$ cat src/rtl/timer_ctrl.sv
// Kitchen-timer control stage: button events, 1 s run tick, chain clear, expiry alarm with buzzer.
// Latency: a button press acts on the outputs at the 3rd clk edge after it rises; all outputs are registered.
// Backpressure: none; the chain accepts one pulse per cycle, and zero is ignored while a pulse is settling.
module timer_ctrl #(
    parameter int TICK_DIV  = 50000000,
    parameter int BEEP_DIV  = 25000,
    parameter int ALARM_SEC = 10
) (
    input  logic clk,
    input  logic reset,
    input  logic btn_start,
    input  logic btn_min,
    input  logic btn_sec,
    input  logic btn_clr,
    input  logic zero,
    output logic sec_bin,
    output logic min_bin,
    output logic cnt_clr,
    output logic buzzer,
    output logic run_led,
    output logic alarm_led
);

    // Counter widths follow the dividers; a divider of 1 still gets a 1-bit counter.
    localparam int PW = (TICK_DIV  > 1) ? $clog2(TICK_DIV)  : 1;
    localparam int BW = (BEEP_DIV  > 1) ? $clog2(BEEP_DIV)  : 1;
    localparam int AW = (ALARM_SEC > 1) ? $clog2(ALARM_SEC) : 1;

    localparam logic [PW-1:0] PS_LAST   = PW'(TICK_DIV - 1);
    localparam logic [BW-1:0] BEEP_LAST = BW'(BEEP_DIV - 1);
    localparam logic [AW-1:0] AC_LAST   = AW'(ALARM_SEC - 1);

    typedef enum logic [1:0] {
        IDLE  = 2'd0,
        RUN   = 2'd1,
        PAUSE = 2'd2,
        ALARM = 2'd3
    } state_t;

    state_t state;
    state_t state_nxt;

    // Button vector order: {clr, start, min, sec} -- also the priority order, high to low.
    logic [3:0] btn_raw;
    logic [3:0] btn_s1;
    logic [3:0] btn_s2;
    logic [3:0] btn_d;
    logic [3:0] rise;

    logic ev_clr;
    logic ev_start;
    logic ev_min;
    logic ev_sec;
    logic ev_any;

    logic [PW-1:0] prescaler;
    logic [BW-1:0] beep_cnt;
    logic [AW-1:0] alarm_cnt;

    logic tick;
    logic beep_wrap;
    logic alarm_done;
    logic zero_stale;
    logic zero_valid;

    logic sec_bin_nxt;
    logic min_bin_nxt;
    logic cnt_clr_nxt;
    logic buzzer_nxt;
    logic run_led_nxt;
    logic alarm_led_nxt;

    assign btn_raw = {btn_clr, btn_start, btn_min, btn_sec};

    // Two-flop synchroniser plus one delay stage for rising-edge detection.
    always_ff @(posedge clk) begin
        if (reset) begin
            btn_s1 <= '0;
            btn_s2 <= '0;
            btn_d  <= '0;
        end else begin
            btn_s1 <= btn_raw;
            btn_s2 <= btn_s1;
            btn_d  <= btn_s2;
        end
    end

    // One event per press; only the highest-priority simultaneous event survives.
    assign rise     = btn_s2 & ~btn_d;
    assign ev_clr   = rise[3];
    assign ev_start = rise[2] & ~rise[3];
    assign ev_min   = rise[1] & ~(|rise[3:2]);
    assign ev_sec   = rise[0] & ~(|rise[3:1]);
    assign ev_any   = |rise;

    assign tick       = (prescaler == PS_LAST);
    assign beep_wrap  = (beep_cnt == BEEP_LAST);
    assign alarm_done = tick && (alarm_cnt == AC_LAST);

    // While a pulse to the chain is in flight, zero still shows the pre-pulse count.
    assign zero_stale = sec_bin | min_bin | cnt_clr;
    assign zero_valid = zero & ~zero_stale;

    // State register.
    always_ff @(posedge clk) begin
        if (reset) begin
            state <= IDLE;
        end else begin
            state <= state_nxt;
        end
    end

    // Next-state logic: clear first, then expiry, then start/pause.
    always_comb begin
        state_nxt = state;
        case (state)
            IDLE: begin
                if (ev_start && !zero && !zero_stale) begin
                    state_nxt = RUN;
                end
            end
            RUN: begin
                if (ev_clr) begin
                    state_nxt = IDLE;
                end else if (zero_valid) begin
                    state_nxt = ALARM;
                end else if (ev_start) begin
                    state_nxt = PAUSE;
                end
            end
            PAUSE: begin
                if (ev_clr) begin
                    state_nxt = IDLE;
                end else if (ev_start) begin
                    state_nxt = RUN;
                end
            end
            default: begin
                // Any button silences the alarm and is consumed doing so.
                if (ev_any || alarm_done) begin
                    state_nxt = IDLE;
                end
            end
        endcase
    end

    // Output decode: next values of the registered outputs.
    always_comb begin
        sec_bin_nxt = 1'b0;
        min_bin_nxt = 1'b0;
        cnt_clr_nxt = 1'b0;
        case (state)
            IDLE: begin
                cnt_clr_nxt = ev_clr;
                min_bin_nxt = ev_min;
                sec_bin_nxt = ev_sec;
            end
            RUN: begin
                cnt_clr_nxt = ev_clr;
                // A tick coinciding with a pause still counts the elapsed second.
                sec_bin_nxt = tick && !ev_clr && !zero_valid;
            end
            PAUSE: begin
                cnt_clr_nxt = ev_clr;
            end
            default: begin
            end
        endcase
        buzzer_nxt    = (state == ALARM && state_nxt == ALARM) ? (beep_wrap ? ~buzzer : buzzer) : 1'b0;
        run_led_nxt   = (state_nxt == RUN);
        alarm_led_nxt = (state_nxt == ALARM);
    end

    // Output registers.
    always_ff @(posedge clk) begin
        if (reset) begin
            sec_bin   <= 1'b0;
            min_bin   <= 1'b0;
            cnt_clr   <= 1'b0;
            buzzer    <= 1'b0;
            run_led   <= 1'b0;
            alarm_led <= 1'b0;
        end else begin
            sec_bin   <= sec_bin_nxt;
            min_bin   <= min_bin_nxt;
            cnt_clr   <= cnt_clr_nxt;
            buzzer    <= buzzer_nxt;
            run_led   <= run_led_nxt;
            alarm_led <= alarm_led_nxt;
        end
    end

    // Prescaler counts RUN and ALARM cycles, holds in PAUSE, restarts on IDLE and on alarm entry.
    always_ff @(posedge clk) begin
        if (reset) begin
            prescaler <= '0;
        end else if (state_nxt == IDLE || (state_nxt == ALARM && state != ALARM)) begin
            prescaler <= '0;
        end else if (state == RUN || state == ALARM) begin
            prescaler <= tick ? '0 : prescaler + 1'b1;
        end
    end

    // Tone half-period and alarm-duration counters, live only while the alarm persists.
    always_ff @(posedge clk) begin
        if (reset) begin
            beep_cnt  <= '0;
            alarm_cnt <= '0;
        end else if (state == ALARM && state_nxt == ALARM) begin
            beep_cnt <= beep_wrap ? '0 : beep_cnt + 1'b1;
            if (tick) begin
                alarm_cnt <= alarm_cnt + 1'b1;
            end
        end else begin
            beep_cnt  <= '0;
            alarm_cnt <= '0;
        end
    end

endmodule
$ cat config.mk
export PLATFORM = sky130hd
export DESIGN_NAME = timer_ctrl
export DESIGN_NICKNAME = d
export VERILOG_FILES = /design/src/rtl/timer_ctrl.sv
export SDC_FILE = /design/constraint.sdc
export NUM_CORES = 1
export LEC_CHECK = 0
export ABC_AREA = 1
export CAP_MARGIN = 10
export CELL_PAD_IN_SITES_DETAIL_PLACEMENT = 1
export CELL_PAD_IN_SITES_GLOBAL_PLACEMENT = 2
export CORE_MARGIN = 4
export CORE_UTILIZATION = 31
export DETAILED_ROUTE_END_ITERATION = 8
export HOLD_SLACK_MARGIN = 0.06
export PLACE_DENSITY = 0.86
export SYNTH_ARGS = -nofsm -noshare
export SYNTH_HDL_FRONTEND = slang
export SYNTH_SLANG_ARGS = --single-unit
$ cat constraint.sdc
create_clock -name clk -period 1.63 [get_ports clk]
set_input_delay 0.326 -clock clk [delete_from_list [all_inputs] [get_ports clk]]
set_output_delay 0.326 -clock clk [all_outputs]
set_load 0.005 [all_outputs]
==> summary.txt <==
Status
  – Status: finished, violations left
  – Failing checks: negative setup slack

Logic synthesis
  – Dominant cells by area after synthesis: dfxtp_1 (37%), nand2_1 (13%), nor2_1 (13%)
  – #FFs+latches synth: 65
  – Yosys cell types: 31
  – Post-Synthesis Cells: 541
  – Syn. warnings: 0
  – Sequential share of the synthesized area: 0.365
  – Post-Syn Area: 3560 um2
  – Yosys top cell area share: 0.365
  – Syn_nets: 552
  – Area leader, netlist: dfxtp_1
  – Avg Cell Area, Syn: 6.59 um2

Floorplanning
  – Die Y-Extent: 115 um
  – Die ar.: 13,300 um2
  – Initial Utilization: 0.323
  – Die Span X: 115 um
  – Core area: 11,000 um2
  – # IOs: 13
  – Rows: 38

Pwr
  – Worst VDD drop: 480 uV
  – Design Power: 0.00394 W
  – Leakage power: 1.85 nW
  – Cell Pwr Density: 804 nW/um2

Global route
  – Gr ovfl total: 0
  – Tot GR Track Use: 0.170
  – Initial antenna violation count: 0
  – Pin count of the biggest net entering global routing: 22
  – Global-route wire length before repair: 17,700 um
  – Vias in the first global route: 3,801

Flow run
  – Max cap viols: 0

Clock tree
  – Cts hold-fix bufs: 0
  – Clock Tree Buf Depth: 2
  – H-tree depth: 3
  – CTS root buf: clkbuf_16
  – Clock edge transition at the registers on the reported setup and hold paths: 0.06 ns
  – Num CTS Buffers: 9
  – TritonCTS clock tree: built
  – Clk_lat worst skew: 0.34 ns
  – Sink Count: 65

Route
  – Final wirelength: 11,000 um
  – Drt initial violations: 96
  – Total number of vias: 3,604
  – Avg WL per Cell: 14.8 um
  – DRC: 0
  – First-pass detailed-route iteration total: 4
  – DRT antenna net count: 0
  – Vias per cell: 4.82

Timing
  – Slew Limit Headroom: 0.796
  – Clk_skew: 0.00652 ns
  – Period utilisation layout: 1.03
  – Slew @ Worst Pin: 0.304 ns
  – Final Setup Violations: 26
  – Hold violation count in the final report: 0
  – Peak Freq: 596 MHz
  – Final setup margin: -0.0469 ns
  – Setup_tns: -0.913 ns
  – RSZ-0062 raised after global routing: yes
  – Period minus WS final: 1.68 ns
  – Max-slew violations: 0

Place
  – Placement Cell Area: 4080 um2
  – RePlAce Congestion: 0.857
  – DP HPWL: 7290 um
  – Port Buffer Count: 12

Final layout
  – Synth-to-Final Area Change: 37.6%
  – Final-stage net count: 614
  – ANT cells: 0
  – Final Util: 0.445
  – Post-route cell area: 4900 um2
  – # fillers: 1,406
  – Layout cell share with drive strength beyond 1: 0.329

Setup path
  – Crit. End Element: flop
  – CP required: 1.85 ns
  – Worst setup SP type: flop
  – CP Data Arrival Time: 1.90 ns
  – Worst-path maximum fanout: 7
  – Kind of critical path: reg2reg

Worst hold path
  – Hold crit path type: reg2reg
registers in the layout, summed over array words and instances, names as in the netlist, 2 cells and up:
register / cells
prescaler: 26
alarm_cnt: 4
beep_cnt: 15
btn_d: 4
btn_s2: 4
state: 2
btn_s1: 4
stage by stage:
step	hold slack [ns]	cells	worst slack [ns]
floorplan	0.388	541	0.0791
global placement	0.391	718	-0.188
detailed placement	0.402	718	-0.240
CTS	0.411	742	0.00109
global route	0.443	748	-0.0904
finish	0.400	748	-0.0469
cell type report:
cell class / count / area (um2) / area share
clock buffers: 9 / 225 / 0.0459
well taps: 140 / 175 / 0.0357
repair buffers: 61 / 613 / 0.125
multi-input cells: 381 / 2160 / 0.440
inverters: 85 / 322 / 0.0656
clock inverters: 7 / 77.6 / 0.0158
flip-flops and latches: 65 / 1330 / 0.272
what timing repair did:
item,CTS,global route
setup endpoints to repair,29,44
cloned,3,1
pin swaps,3,15
setup buffers,5,5
resized for setup,23,99
path summary, 6_finish.rpt:
| path | start | endpoint | slack (ns) | cells past startpoint |
|---|---|---|---|---|
| min reg2reg | btn_s1[2] | btn_s2[2] | 0.40 | 2 |
| max | prescaler[13] | prescaler[6] | -0.05 | 11 |
| min | btn_s1[2] | btn_s2[2] | 0.40 | 2 |
| max reg2reg | prescaler[13] | prescaler[6] | -0.05 | 11 |
synth_stat cells, drive strengths merged:
library cell,n
o211ai,1
and2,1
o21a,1
dfxtp,65
mux2i,1
nand3,33
a21oi,3
nand4,22
xor2,20
clkbuf,5
buf,6
nor3,10
nor4,1
inv,85
ha,4
nand2,131
nor2,135
xnor2,5
or2,2
o21ai,9
nand3b,1
critical path: stages, from the launching register on:
cell,delay [ns]
dfxtp_1,0.36
nand2_2,0.11
nor2_4,0.18
inv_2,0.09
nor2_4,0.12
nand3_2,0.07
nand2_2,0.10
nand2_4,0.07
o211ai_4,0.12
buf_12,0.16
buf_12,0.13
nor2_1,0.04
power by group:
part           internal, W  switching, W
sequential         0.00161     0.0000142
combinational     0.000162      0.000172
clock              0.00120      0.000789
total              0.00297      0.000976
metal layers:
layer  track usage  up-vias  share of wire
li1              -     1792              -
met1         0.185     1751           0.42
met2         0.318       41           0.54
met3        0.0389       20          0.022
met4        0.0626        0          0.024
met5             0        -              0
cell usage in the layout (no fill, tap or decap), types with 2 or more instances in the layout:
cell	instances
a21oi_1	2
buf_12	5
buf_16	3
buf_4	41
clkbuf_16	9
clkdlybuf4s50_1	11
dfxtp_1	44
dfxtp_2	19
dfxtp_4	2
ha_1	2
ha_4	2
inv_1	73
inv_2	11
inv_6	3
nand2_1	108
nand2_2	19
nand2_4	4
nand3_1	27
nand3_2	5
nand4_1	21
nor2_1	76
nor2_2	48
nor2_4	11
nor3_1	6
nor3_2	3
o21ai_0	8
xnor2_1	5
xor2_1	20
kinds of logic after synthesis:
family	Yosys count	synth area share
xor+xnor	25	0.0614
simple gates	336	0.421
fa+ha+maj	4	0.0140
flops	65	0.365
buf+inv	96	0.111
compound gates	14	0.0249
mux	1	0.00281
Note: power is estimated with default switching activity, not from simulation.
